--- src/rtl/alu_rr_arbiter_if.sv ---
// Handshake bundle between the two requesters, the shared ALU and the
// response consumer on one side and the round-robin arbiter on the other.
interface alu_rr_arbiter_if #(
    parameter int WIDTH = 16,
    parameter int OPW   = 4
);
    logic             req0_valid;
    logic             req0_ready;
    logic [OPW-1:0]   req0_op;
    logic [WIDTH-1:0] req0_a;
    logic [WIDTH-1:0] req0_b;

    logic             req1_valid;
    logic             req1_ready;
    logic [OPW-1:0]   req1_op;
    logic [WIDTH-1:0] req1_a;
    logic [WIDTH-1:0] req1_b;

    logic [OPW-1:0]   alu_op;
    logic [WIDTH-1:0] alu_a;
    logic [WIDTH-1:0] alu_b;
    logic [WIDTH-1:0] alu_out;
    logic             alu_cf;
    logic             alu_of;
    logic             alu_sf;
    logic             alu_zf;

    logic             rsp_valid;
    logic             rsp_ready;
    logic             rsp_id;
    logic [WIDTH-1:0] rsp_data;
    logic [3:0]       rsp_flags;

    modport master (
        output req0_valid, req0_op, req0_a, req0_b,
        output req1_valid, req1_op, req1_a, req1_b,
        output alu_out, alu_cf, alu_of, alu_sf, alu_zf,
        output rsp_ready,
        input  req0_ready, req1_ready,
        input  alu_op, alu_a, alu_b,
        input  rsp_valid, rsp_id, rsp_data, rsp_flags
    );

    modport slave (
        input  req0_valid, req0_op, req0_a, req0_b,
        input  req1_valid, req1_op, req1_a, req1_b,
        input  alu_out, alu_cf, alu_of, alu_sf, alu_zf,
        input  rsp_ready,
        output req0_ready, req1_ready,
        output alu_op, alu_a, alu_b,
        output rsp_valid, rsp_id, rsp_data, rsp_flags
    );
endinterface

--- src/rtl/alu_rr_arbiter.sv ---
// Round-robin arbiter sharing one combinational ALU between two requesters;
// one op in flight at a time: IDLE (grant) -> EXEC (evaluate) -> RESP.
module alu_rr_arbiter #(
    parameter int WIDTH = 16,
    parameter int OPW   = 4
) (
    input logic              clk,
    input logic              rst,
    alu_rr_arbiter_if.slave  bus
);
    typedef enum logic [1:0] {
        IDLE = 2'd0,
        EXEC = 2'd1,
        RESP = 2'd2
    } state_t;

    state_t           state;
    state_t           state_nxt;
    logic             last_grant;
    logic             gnt0;
    logic             gnt1;
    logic [OPW-1:0]   op_q;
    logic [WIDTH-1:0] a_q;
    logic [WIDTH-1:0] b_q;
    logic [WIDTH-1:0] data_q;
    logic [3:0]       flags_q;
    logic             valid_q;
    logic             id_q;

    // Grants only exist in IDLE; on contention the side not served last wins.
    always_comb begin
        state_nxt = state;
        gnt0      = 1'b0;
        gnt1      = 1'b0;
        unique case (state)
            IDLE: begin
                if (bus.req0_valid && bus.req1_valid) begin
                    gnt0 = last_grant;
                    gnt1 = !last_grant;
                end else begin
                    gnt0 = bus.req0_valid;
                    gnt1 = bus.req1_valid;
                end
                if (gnt0 || gnt1)
                    state_nxt = EXEC;
            end
            EXEC: state_nxt = RESP;
            RESP: begin
                if (bus.rsp_ready)
                    state_nxt = IDLE;
            end
            default: state_nxt = IDLE;
        endcase
    end

    always_ff @(posedge clk or negedge rst) begin
        if (!rst) begin
            state      <= IDLE;
            last_grant <= 1'b1;
            op_q       <= '0;
            a_q        <= '0;
            b_q        <= '0;
            data_q     <= '0;
            flags_q    <= '0;
            valid_q    <= 1'b0;
            id_q       <= 1'b0;
        end else begin
            state <= state_nxt;
            if (gnt0 || gnt1) begin
                last_grant <= gnt1;
                id_q       <= gnt1;
                op_q       <= gnt1 ? bus.req1_op : bus.req0_op;
                a_q        <= gnt1 ? bus.req1_a  : bus.req0_a;
                b_q        <= gnt1 ? bus.req1_b  : bus.req0_b;
            end
            if (state == EXEC) begin
                data_q  <= bus.alu_out;
                flags_q <= {bus.alu_sf, bus.alu_of, bus.alu_zf, bus.alu_cf};
                valid_q <= 1'b1;
            end
            if (state == RESP && bus.rsp_ready)
                valid_q <= 1'b0;
        end
    end

    assign bus.req0_ready = gnt0;
    assign bus.req1_ready = gnt1;
    assign bus.alu_op     = op_q;
    assign bus.alu_a      = a_q;
    assign bus.alu_b      = b_q;
    assign bus.rsp_valid  = valid_q;
    assign bus.rsp_id     = id_q;
    assign bus.rsp_data   = data_q;
    assign bus.rsp_flags  = flags_q;
endmodule

--- src/flat_wrapper.sv ---
// flat-port wrapper written by rule: the top's interface ports become plain ports
module alu_rr_arbiter_flat 
#(
    parameter int WIDTH = 16,
    parameter int OPW   = 4
)
  (clk, rst, bus_req0_valid, bus_req0_op, bus_req0_a, bus_req0_b, bus_req1_valid, bus_req1_op, bus_req1_a, bus_req1_b, bus_alu_out, bus_alu_cf, bus_alu_of, bus_alu_sf, bus_alu_zf, bus_rsp_ready, bus_req0_ready, bus_req1_ready, bus_alu_op, bus_alu_a, bus_alu_b, bus_rsp_valid, bus_rsp_id, bus_rsp_data, bus_rsp_flags);
  alu_rr_arbiter_if #(.WIDTH(WIDTH), .OPW(OPW)) bus_i ();
  input logic clk;
  input logic rst;
  input wire logic [$bits(bus_i.req0_valid)-1:0] bus_req0_valid;
  input wire logic [$bits(bus_i.req0_op)-1:0] bus_req0_op;
  input wire logic [$bits(bus_i.req0_a)-1:0] bus_req0_a;
  input wire logic [$bits(bus_i.req0_b)-1:0] bus_req0_b;
  input wire logic [$bits(bus_i.req1_valid)-1:0] bus_req1_valid;
  input wire logic [$bits(bus_i.req1_op)-1:0] bus_req1_op;
  input wire logic [$bits(bus_i.req1_a)-1:0] bus_req1_a;
  input wire logic [$bits(bus_i.req1_b)-1:0] bus_req1_b;
  input wire logic [$bits(bus_i.alu_out)-1:0] bus_alu_out;
  input wire logic [$bits(bus_i.alu_cf)-1:0] bus_alu_cf;
  input wire logic [$bits(bus_i.alu_of)-1:0] bus_alu_of;
  input wire logic [$bits(bus_i.alu_sf)-1:0] bus_alu_sf;
  input wire logic [$bits(bus_i.alu_zf)-1:0] bus_alu_zf;
  input wire logic [$bits(bus_i.rsp_ready)-1:0] bus_rsp_ready;
  output wire logic [$bits(bus_i.req0_ready)-1:0] bus_req0_ready;
  output wire logic [$bits(bus_i.req1_ready)-1:0] bus_req1_ready;
  output wire logic [$bits(bus_i.alu_op)-1:0] bus_alu_op;
  output wire logic [$bits(bus_i.alu_a)-1:0] bus_alu_a;
  output wire logic [$bits(bus_i.alu_b)-1:0] bus_alu_b;
  output wire logic [$bits(bus_i.rsp_valid)-1:0] bus_rsp_valid;
  output wire logic [$bits(bus_i.rsp_id)-1:0] bus_rsp_id;
  output wire logic [$bits(bus_i.rsp_data)-1:0] bus_rsp_data;
  output wire logic [$bits(bus_i.rsp_flags)-1:0] bus_rsp_flags;
  assign bus_i.req0_valid = bus_req0_valid;
  assign bus_i.req0_op = bus_req0_op;
  assign bus_i.req0_a = bus_req0_a;
  assign bus_i.req0_b = bus_req0_b;
  assign bus_i.req1_valid = bus_req1_valid;
  assign bus_i.req1_op = bus_req1_op;
  assign bus_i.req1_a = bus_req1_a;
  assign bus_i.req1_b = bus_req1_b;
  assign bus_i.alu_out = bus_alu_out;
  assign bus_i.alu_cf = bus_alu_cf;
  assign bus_i.alu_of = bus_alu_of;
  assign bus_i.alu_sf = bus_alu_sf;
  assign bus_i.alu_zf = bus_alu_zf;
  assign bus_i.rsp_ready = bus_rsp_ready;
  assign bus_req0_ready = bus_i.req0_ready;
  assign bus_req1_ready = bus_i.req1_ready;
  assign bus_alu_op = bus_i.alu_op;
  assign bus_alu_a = bus_i.alu_a;
  assign bus_alu_b = bus_i.alu_b;
  assign bus_rsp_valid = bus_i.rsp_valid;
  assign bus_rsp_id = bus_i.rsp_id;
  assign bus_rsp_data = bus_i.rsp_data;
  assign bus_rsp_flags = bus_i.rsp_flags;
  alu_rr_arbiter #(.WIDTH(WIDTH), .OPW(OPW)) u_core (.clk(clk), .rst(rst), .bus(bus_i));
endmodule
--- config.mk ---
export PLATFORM = sky130hd
export DESIGN_NAME = alu_rr_arbiter_flat
export DESIGN_NICKNAME = d
export VERILOG_FILES = /design/src/rtl/alu_rr_arbiter_if.sv /design/src/rtl/alu_rr_arbiter.sv /design/src/flat_wrapper.sv
export SDC_FILE = /design/constraint.sdc
export NUM_CORES = 1
export LEC_CHECK = 0
export CORE_AREA = 3 3 96 98
export CTS_BUF_LIST = sky130_fd_sc_hd__clkbuf_4 sky130_fd_sc_hd__clkbuf_8
export DETAILED_ROUTE_END_ITERATION = 16
export DIE_AREA = 0 0 99 101
export GPL_TIMING_DRIVEN = 0
export HOLD_SLACK_MARGIN = 0.08
export PLACE_DENSITY = 0.87
export SLEW_MARGIN = 20
export SYNTH_ARGS = -nofsm -noshare
export SYNTH_HDL_FRONTEND = slang
export SYNTH_SLANG_ARGS = --single-unit
--- constraint.sdc ---
create_clock -name clk -period 1.3 [get_ports clk]
set_input_delay 0.26 -clock clk [delete_from_list [all_inputs] [get_ports clk]]
set_output_delay 0.26 -clock clk [all_outputs]
set_load 0.01 [all_outputs]
* Yosys cells after proc, flatten, opt, wreduce, memory -nomap -nowiden *
Index checks and enable logic that the tools add are counted.

storage, ports and cells
  logic and storage cells = 35
  flip-flop bits (word level) = 61
  memories kept = 0
  memory bits (writable) = 0
  latch bits = 0
  memory bits (read-only) = 0
  output and inout port bits = 60
  bits of input ports = 97

operators by class
  reductions and logical operators = 8
  multiplexer cells = 14
  shift-type cells = 0
  equality and inequality tests = 4
  div/mod/pow operators = 0
  $mul = 0
  magnitude comparators = 0
  add/subtract/negate cells = 0
  bitwise logic cells = 0

operators with widths
  kind                                                                      number
  16-bit two-way mux                                                        2
  1-bit two-way mux                                                         8
  2-bit one-hot mux with 3 select lines                                     1
  2-bit two-way mux                                                         2
  4-bit two-way mux                                                         1
  2-bit by 1-bit == test with 1-bit output (second input constant)          1
  2-bit == test (second input constant)                                     1
  1-bit logical AND                                                         2
  2-bit logical NOT                                                         1
  1-bit logical OR                                                          2
  2-bit by 1-bit inequality test with 1-bit output (second input constant)  1
  2-bit inequality test (second input constant)                             1
  2-bit AND reduction                                                       1
  2-bit nonzero test                                                        1
  1-bit logical NOT                                                         1

* Logic depth before layout (Yosys ltp) *
Gate-level depths: netlist (run 1).

  depth in word-level cells = 6
  gate-level depth with buffers = 6
  gate-level depth less buffers = 4

* Worst setup path after synthesis (run 1) *
OpenSTA, ideal clock, no wires.

  kind = reg2reg
  start point = register u_core.state[1]
  end point = register u_core.a_q[14] (netlist: u_core.bus.alu_a[14])
  arrival = 1.259 ns
  setup slack = -0.085 ns
  required time = 1.174 ns
  cell stages (with the launch flop) = 6
  cell sequence = dfrtp_1 -> nor2_4 -> buf_6 -> nand3_4 -> buf_6 -> a221o_1

between the ends
  word-level cells in the longest chain between the ends = 3
  elaborated cells between the ends (all ways) = 5

ends and longest elaborated chain
  item                                                           line                                        text
  from (decl)                                                    alu_rr_arbiter.sv:17                        state_t state;
  from (signal assigned)                                         alu_rr_arbiter.sv:68                        state <= state_nxt;
  2-bit logical NOT (*)                                          alu_rr_arbiter.sv:35                        unique case (state)
  1-bit two-way mux                                              alu_rr_arbiter.sv:35
  16-bit two-way mux / 1-bit logical OR (equally long branches)  alu_rr_arbiter.sv:73, alu_rr_arbiter.sv:69
  to (signal assigned)                                           alu_rr_arbiter.sv:73                        a_q <= gnt1 ? bus.req1_a : bus.req0_a;
  to (decl)                                                      alu_rr_arbiter.sv:23                        logic [WIDTH-1:0] a_q;

Mark *: on every way between the ends. The rest lies on a longest branch, timed or not.
A chain may end at the register's enable or synchronous reset.

* Final worst setup path (run 1) *
  start point = register u_core.state[0]
  end point = output bus_req1_ready

between the ends
  word-level cells in the longest chain between the ends = 2

ends and longest elaborated chain
  item               line                  text
  2-bit logical NOT  alu_rr_arbiter.sv:35
  1-bit two-way mux  alu_rr_arbiter.sv:35
  to (decl)          flat_wrapper.sv:26    output wire logic [$bits(bus_i.req1_ready)-1:0] bus_req1_ready;

Every way passes these cells.

==> metrics.yaml, run 1 <==
status: "complete, but fails checks"
violations: "negative setup slack"
worstMarginPinSlew_ns: 0.377
cts_buffer_depth: 2
core_um2: 8550
final_util: 0.664
hold_viol: 0
yosys_most_used_dff: "dfrtp_1"
cp_max_fo: 3
leakagePower_nw: 2.45
dieHeight_um: 101
netlist_area_um2: 3170
io_pins: 157
via_per_inst: 5.23
synth-edff-count: 0
clkTransAtPathRegs_ns: 0.08
ys_seq_area_frac: 0.482
wirelength_um: 10600
grt_pass1_wl_um: 15800
crit_path_end_kind: "output pin"
vdd_drop_max_uv: 934
dieArea_um2: 10000
period_needed_ns: 1.68
place_worst_setup_slack_ns: -1.02
syn-num-nets: 333
finalCritPeriodShare: 1.29
yosysWarningCount: 0
finClkSkew_ns: 0.0108
timing.fmax_ghz: 0.596
hpwl_um: 7020
cts_buffers: 9
vias: 2934
worst_ep_required_time_ns: 1.04
path_buf_inv: 4
rsz0062_at_grt: "true"
setup_violations: 60
critPathMaxStageDelay_ns: 0.43
placed_area_um2: 4890
final_area_um2: 5670
p_per_area_nw_per_um2: 2260
cts_root_buf: "clkbuf_8"
critPathKind: "register to output pin"
path_cells: "nor2_4 -> buf_6 -> nand3_4 -> buf_8 -> inv_4 -> buf_6"
grt_pass1_vias: 3059
max_slew_margin: 0.749
critPathTopFamily: "flip-flops"
power_mw: 12.9
syn_to_final_growth_pct: 79.0
ant_nets: 0
drc_errors: 0
syn_area_per_cell_um2: 13.4
drtPass1Iterations: 4
cts_tree: "done"
reg2regPathDepth: 7
grt_start_max_net_pins: 42
critical_path_depth: 6
min_path_type: "primary input to asynchronous set/reset pin"
ys_ff_latch: 61
holdWs_ns: 0.337
port_buffers: 156
layout-drive-gt1-share: 0.338
gp_congestion: 0.755
fillCellCount: 655
grt_usage: 0.202
synthCells: 236
crit_path_top_delay_cell: "dfrtp_2"
synth_cell_types: 25
setup_ws_ns: -0.377
overflow: 0
die_w_um: 99
slew_viol_final: 0
fin_nets: 545
drt_iter0_drc: 74
cts_sinks: 61
start_util: 0.371
wl_per_cell_um: 18.8
rows: 34
num_antenna_cells: 0
arrival_ns: 1.42
maxCapViolations: 0
crit_path_frequent_cell: "buf_6"
cts-htree-levels: 3
insertion_delay_ns: 0.34
start_kind: "register"
antenna_found_initial: 0
async_flop_share: 1.00
-- worst reg2reg max path: cells and delay by family (launching register included) --
family,cells,cell delay (ns)
flops,1,0.42
simple gates,2,0.42
buf+inv,4,0.58
compound gates,1,0.17
-- repair_timing --
action | CTS | global route
cloned | 3 | 4
endpoints found under the hold margin | 20 | 0
resized for setup | 100 | 79
setup endpoints to repair | 117 | 104
hold buffers | 1 | 0
pin swaps | 2 | 8
setup buffers | 10 | 29
-- worst paths after layout --
kind,to,startpoint,slack [ns]
worst max-delay path,bus_req1_ready,u_core.state[0],-0.38
worst min register to register,u_core.bus.rsp_id,u_core.bus.rsp_id,0.49
max in group asynchronous,u_core.last_grant,rst,0.39
worst max register to register,u_core.bus.alu_a[2],u_core.state[1],-0.34
worst min-delay path,u_core.bus.alu_a[1],rst,0.34
min in group clk,u_core.bus.rsp_id,u_core.bus.rsp_id,0.49
-- placed cells by master (no fill, tap or decap), types with 2 or more instances in the layout --
master           synthesis  layout
nor3b_2                 30      33
mux2_2                  15      15
clkbuf_1                 7       2
dfrtp_1                 60      59
nor3b_1                  6       2
a21o_1                   2       2
buf_6                    9      16
dlygate4sd2_1            0      17
clkbuf_16                0       4
clkbuf_2                 0       3
a221o_1                 36      36
clkinvlp_4               0       3
o21ai_0                  2       2
buf_4                    1      29
clkbuf_8                 0      11
mux2_4                   0       5
buf_2                   10       7
clkdlybuf4s50_1          0      93
clkdlybuf4s15_1          0      42
inv_1                    3       3
nor2_4                   2       2
buf_8                    0       7
and4_1                  36      36
buf_12                   0       6
-- state kept, by name, indices dropped and copies added (netlist names) --
register,cells
u_core.bus.alu_a,16
u_core.bus.alu_b,16
u_core.bus.alu_op,4
u_core.bus.rsp_data,16
u_core.bus.rsp_flags,4
u_core.bus.rsp_id,1
u_core.bus.rsp_valid,1
u_core.last_grant,1
u_core.state,2
-- metal layers --
metal  up-vias  routed length (um)  track usage
met2       102                5370        0.341
met3        13                 670       0.0699
li1       1365                   -            -
met4         0                 130       0.0504
met1      1454                4390        0.249
met5         -                   0            0
-- where the power goes --
part           leakage (nW)  switching [mW]  internal [mW]
sequential            0.720           0.562           2.91
clock                0.0850           0.798          0.764
combinational          1.65            3.19           4.62
total                  2.45            4.55           8.30
-- per-stage QoR --
step	setup TNS [ns]	cells
floorplan	-1.60	236
global placement	-149.01	500
detailed placement	-28.24	501
CTS	-10.05	531
global route	-16.84	561
finish	-13.83	561
-- layout make-up --
type                    count  area, um^2  area share
repair buffers            201        2020       0.355
clock buffers              11         145      0.0256
inverters                   4        17.5     0.00309
plain buffers              27         289      0.0509
flip-flops and latches     61        1530       0.269
multi-input cells         144        1510       0.265
well taps                 108         135      0.0238
clock inverters             5        36.3     0.00639
-- synth_stat cells, types with 2 or more instances --
library cell / number / area share
a21oi_1: 2 / 0.0032
mux2_1: 5 / 0.018
buf_6: 9 / 0.032
a221o_1: 36 / 0.11
o21ai_0: 2 / 0.0032
and4_1: 36 / 0.099
buf_2: 10 / 0.016
nor2_4: 2 / 0.0071
inv_1: 3 / 0.0036
nor3b_1: 6 / 0.014
clkbuf_1: 7 / 0.0083
dfrtp_1: 60 / 0.47
mux2_2: 15 / 0.053
a21o_1: 2 / 0.0047
nor3b_2: 30 / 0.12
nand2b_1: 2 / 0.0039
-- kinds of logic (layout without fill, tap and decap cells) --
kind of cell,count (synthesis),after routing,synth area share
AND/OR/NAND/NOR,81,81,0.257
flip-flops,61,61,0.482
AO/OA/AOI/OAI,43,43,0.127
buffers and inverters,31,248,0.0631
multiplexers,20,20,0.0710
No activity file was read; power rests on OpenSTA's default activity.
==> run 2, diff against run 1 <==
--- a/config.mk
+++ b/config.mk
@@ -5,6 +5,7 @@
 export SDC_FILE = /design/constraint.sdc
 export NUM_CORES = 1
 export LEC_CHECK = 0
+export CAP_MARGIN = 10
 export CORE_AREA = 3 3 96 98
 export CTS_BUF_LIST = sky130_fd_sc_hd__clkbuf_4 sky130_fd_sc_hd__clkbuf_8
 export DETAILED_ROUTE_END_ITERATION = 16
==> results of run 2 <==
No change in the layout: final DEF, timing and power equal those of run 1.
==> run 3, diff against run 2 <==
--- a/config.mk
+++ b/config.mk
@@ -6,10 +6,10 @@
 export NUM_CORES = 1
 export LEC_CHECK = 0
 export CAP_MARGIN = 10
-export CORE_AREA = 3 3 96 98
+export CORE_AREA = 2 2 95 97
 export CTS_BUF_LIST = sky130_fd_sc_hd__clkbuf_4 sky130_fd_sc_hd__clkbuf_8
 export DETAILED_ROUTE_END_ITERATION = 16
-export DIE_AREA = 0 0 99 101
+export DIE_AREA = 0 0 97 99
 export GPL_TIMING_DRIVEN = 0
 export HOLD_SLACK_MARGIN = 0.08
 export PLACE_DENSITY = 0.87
==> run 3 against run 2 <==
The flow still finishes with violations (negative setup slack). Utilization fell by 3.0 points. Sequential share of layout area rose by 1.3 points. Die area fell by 4.0%. Cell area fell by 4.6%. Wire length fell by 5.3%. Global-route usage rose by 0.63 points. Maximum frequency rose by 1.6%. First-iteration DRC count rose by 32%. Final cell count fell by 3.7%. Clock power rose by 24%. Critical endpoint unchanged.
==> metrics.yaml, run 3 (same netlist as run 1, synthesis figures left out) <==
path_buf_inv: 4
hold_viol: 0
grt_pass1_vias: 3129
overflow: 0
layout_commonest_cell: "clkdlybuf4s50_1"
via_per_inst: 5.31
grt_pass1_wl_um: 15900
cts_tree: "done"
seq_area_um2: 1530
drc_errors: 0
vias: 2870
arrival_ns: 1.39
core_um2: 8550
wl_per_cell_um: 18.5
num_antenna_cells: 0
p_int_mw: 7.88
crit_path_frequent_cell: "buf_6"
clkPwrFrac: 0.160
port_buffers: 156
critPathMaxStageDelay_ns: 0.43
slew_viol_final: 0
p_seq_frac: 0.288
critical_path_depth: 6
syn_to_final_growth_pct: 70.8
worstMarginPinSlew_ns: 0.521
io_pins: 157
p_sw_mw: 4.22
timing.fmax_ghz: 0.606
p_per_area_nw_per_um2: 2230
dieHeight_um: 99
max_slew_margin: 0.653
cts_buffer_depth: 2
status: "complete, but fails checks"
final_cell_mix: "clkdlybuf4s50_1 (93), dfrtp_1 (59), and4_1 (36), a221o_1 (36), dlygate4sd2_1 (35)"
place_worst_setup_slack_ns: -1.02
leakagePower_nw: 2.35
fin_nets: 524
cp_max_fo: 3
rows: 34
critPathTopFamily: "flip-flops"
layout-drive-gt1-share: 0.289
gp_congestion: 0.765
drtPass1Iterations: 4
min_path_type: "primary input to asynchronous set/reset pin"
worst_ep_required_time_ns: 1.04
power_mw: 12.1
ant_nets: 0
die_w_um: 97
antenna_found_initial: 0
rsz0062_at_grt: "true"
cts-htree-levels: 3
cts_sinks: 61
path_cells: "nor2_4 -> buf_6 -> nand3_4 -> buf_8 -> inv_6 -> buf_6"
period_needed_ns: 1.65
reg2regPathDepth: 7
fillCellCount: 679
vdd_drop_max_uv: 840
violations: "negative setup slack"
finClkSkew_ns: 0.00788
comb_power_share: 0.553
clkTransAtPathRegs_ns: 0.07
setup_violations: 58
drt_iter0_drc: 98
p_sw_frac: 0.348
finalCritPeriodShare: 1.27
wirelength_um: 10000
start_util: 0.371
insertion_delay_ns: 0.33
cts_root_buf: "clkbuf_8"
start_kind: "register"
setup_ws_ns: -0.350
dieArea_um2: 9600
maxCapViolations: 0
grt_start_max_net_pins: 60
cts_buffers: 9
crit_path_top_delay_cell: "dfrtp_2"
grt_usage: 0.209
crit_path_end_kind: "output pin"
hpwl_um: 6880
multi_input_area_um2: 1490
critPathKind: "register to output pin"
-- run 3: final timing paths --
check                                          endpoint  slack [ns]               startpoint
worst max-delay path                     bus_req1_ready       -0.35          u_core.state[0]
worst min-delay path                u_core.bus.alu_a[1]        0.26                      rst
worst max register to register     u_core.bus.alu_op[3]       -0.34          u_core.state[0]
worst min register to register  u_core.bus.rsp_data[15]        0.50  u_core.bus.rsp_data[15]
max in group asynchronous             u_core.last_grant        0.51                      rst
min in group clk                u_core.bus.rsp_data[15]        0.50  u_core.bus.rsp_data[15]
-- run 3: what timing repair did --
item / CTS / global route
gates cloned: 1 / 1
setup buffers: 9 / 12
endpoints found under the hold margin: 60 / 0
gates resized for setup: 91 / 36
pin swaps: 2 / 3
hold buffers: 1 / 0
endpoints found under the setup margin: 117 / 87
-- run 3: area by class of cell --
type | count | share of cell area
Tap cell | 108 | 0.0250
Clock inverter | 4 | 0.0129
Clock buffer | 12 | 0.0293
Multi-Input combinational cell | 144 | 0.274
Sequential cell | 61 | 0.282
Buffer | 27 | 0.0439
Inverter | 4 | 0.00370
Timing Repair Buffer | 180 | 0.329
-- run 3: routing by layer --
metal | global-route usage | part of all wire | vias to the layer above
li1 | - | - | 1316
met1 | 0.246 | 0.41 | 1418
met2 | 0.373 | 0.50 | 128
met3 | 0.0667 | 0.071 | 8
met4 | 0.0477 | 0.010 | 0
met5 | 0 | 0 | -
-- run 3: through the flow --
stage	hold WS (ns)	setup TNS [ns]	cell area (um^2)	instances	utilization
2_1_floorplan	-0.0356	-1.60	3180	236	-
3_3_place_gp	0.476	-142.63	4870	500	0.570
3_5_place_dp	0.0657	-27.45	4900	501	0.573
4_1_cts	0.252	-11.26	5240	528	0.613
5_1_grt	0.261	-15.56	5420	540	0.633
6_report	0.263	-12.66	5420	540	0.633
-- run 3: power by group through the flow --
stage          Sequential (mW)  Combinational [mW]  Clock, mW
2_1_floorplan             3.89                2.87          0
3_3_place_gp              3.49                6.09          0
3_5_place_dp              3.53                6.26          0
4_1_cts                   3.46                6.20       1.96
5_1_grt                   3.61                7.17       2.04
6_report                  3.48                6.69       1.93
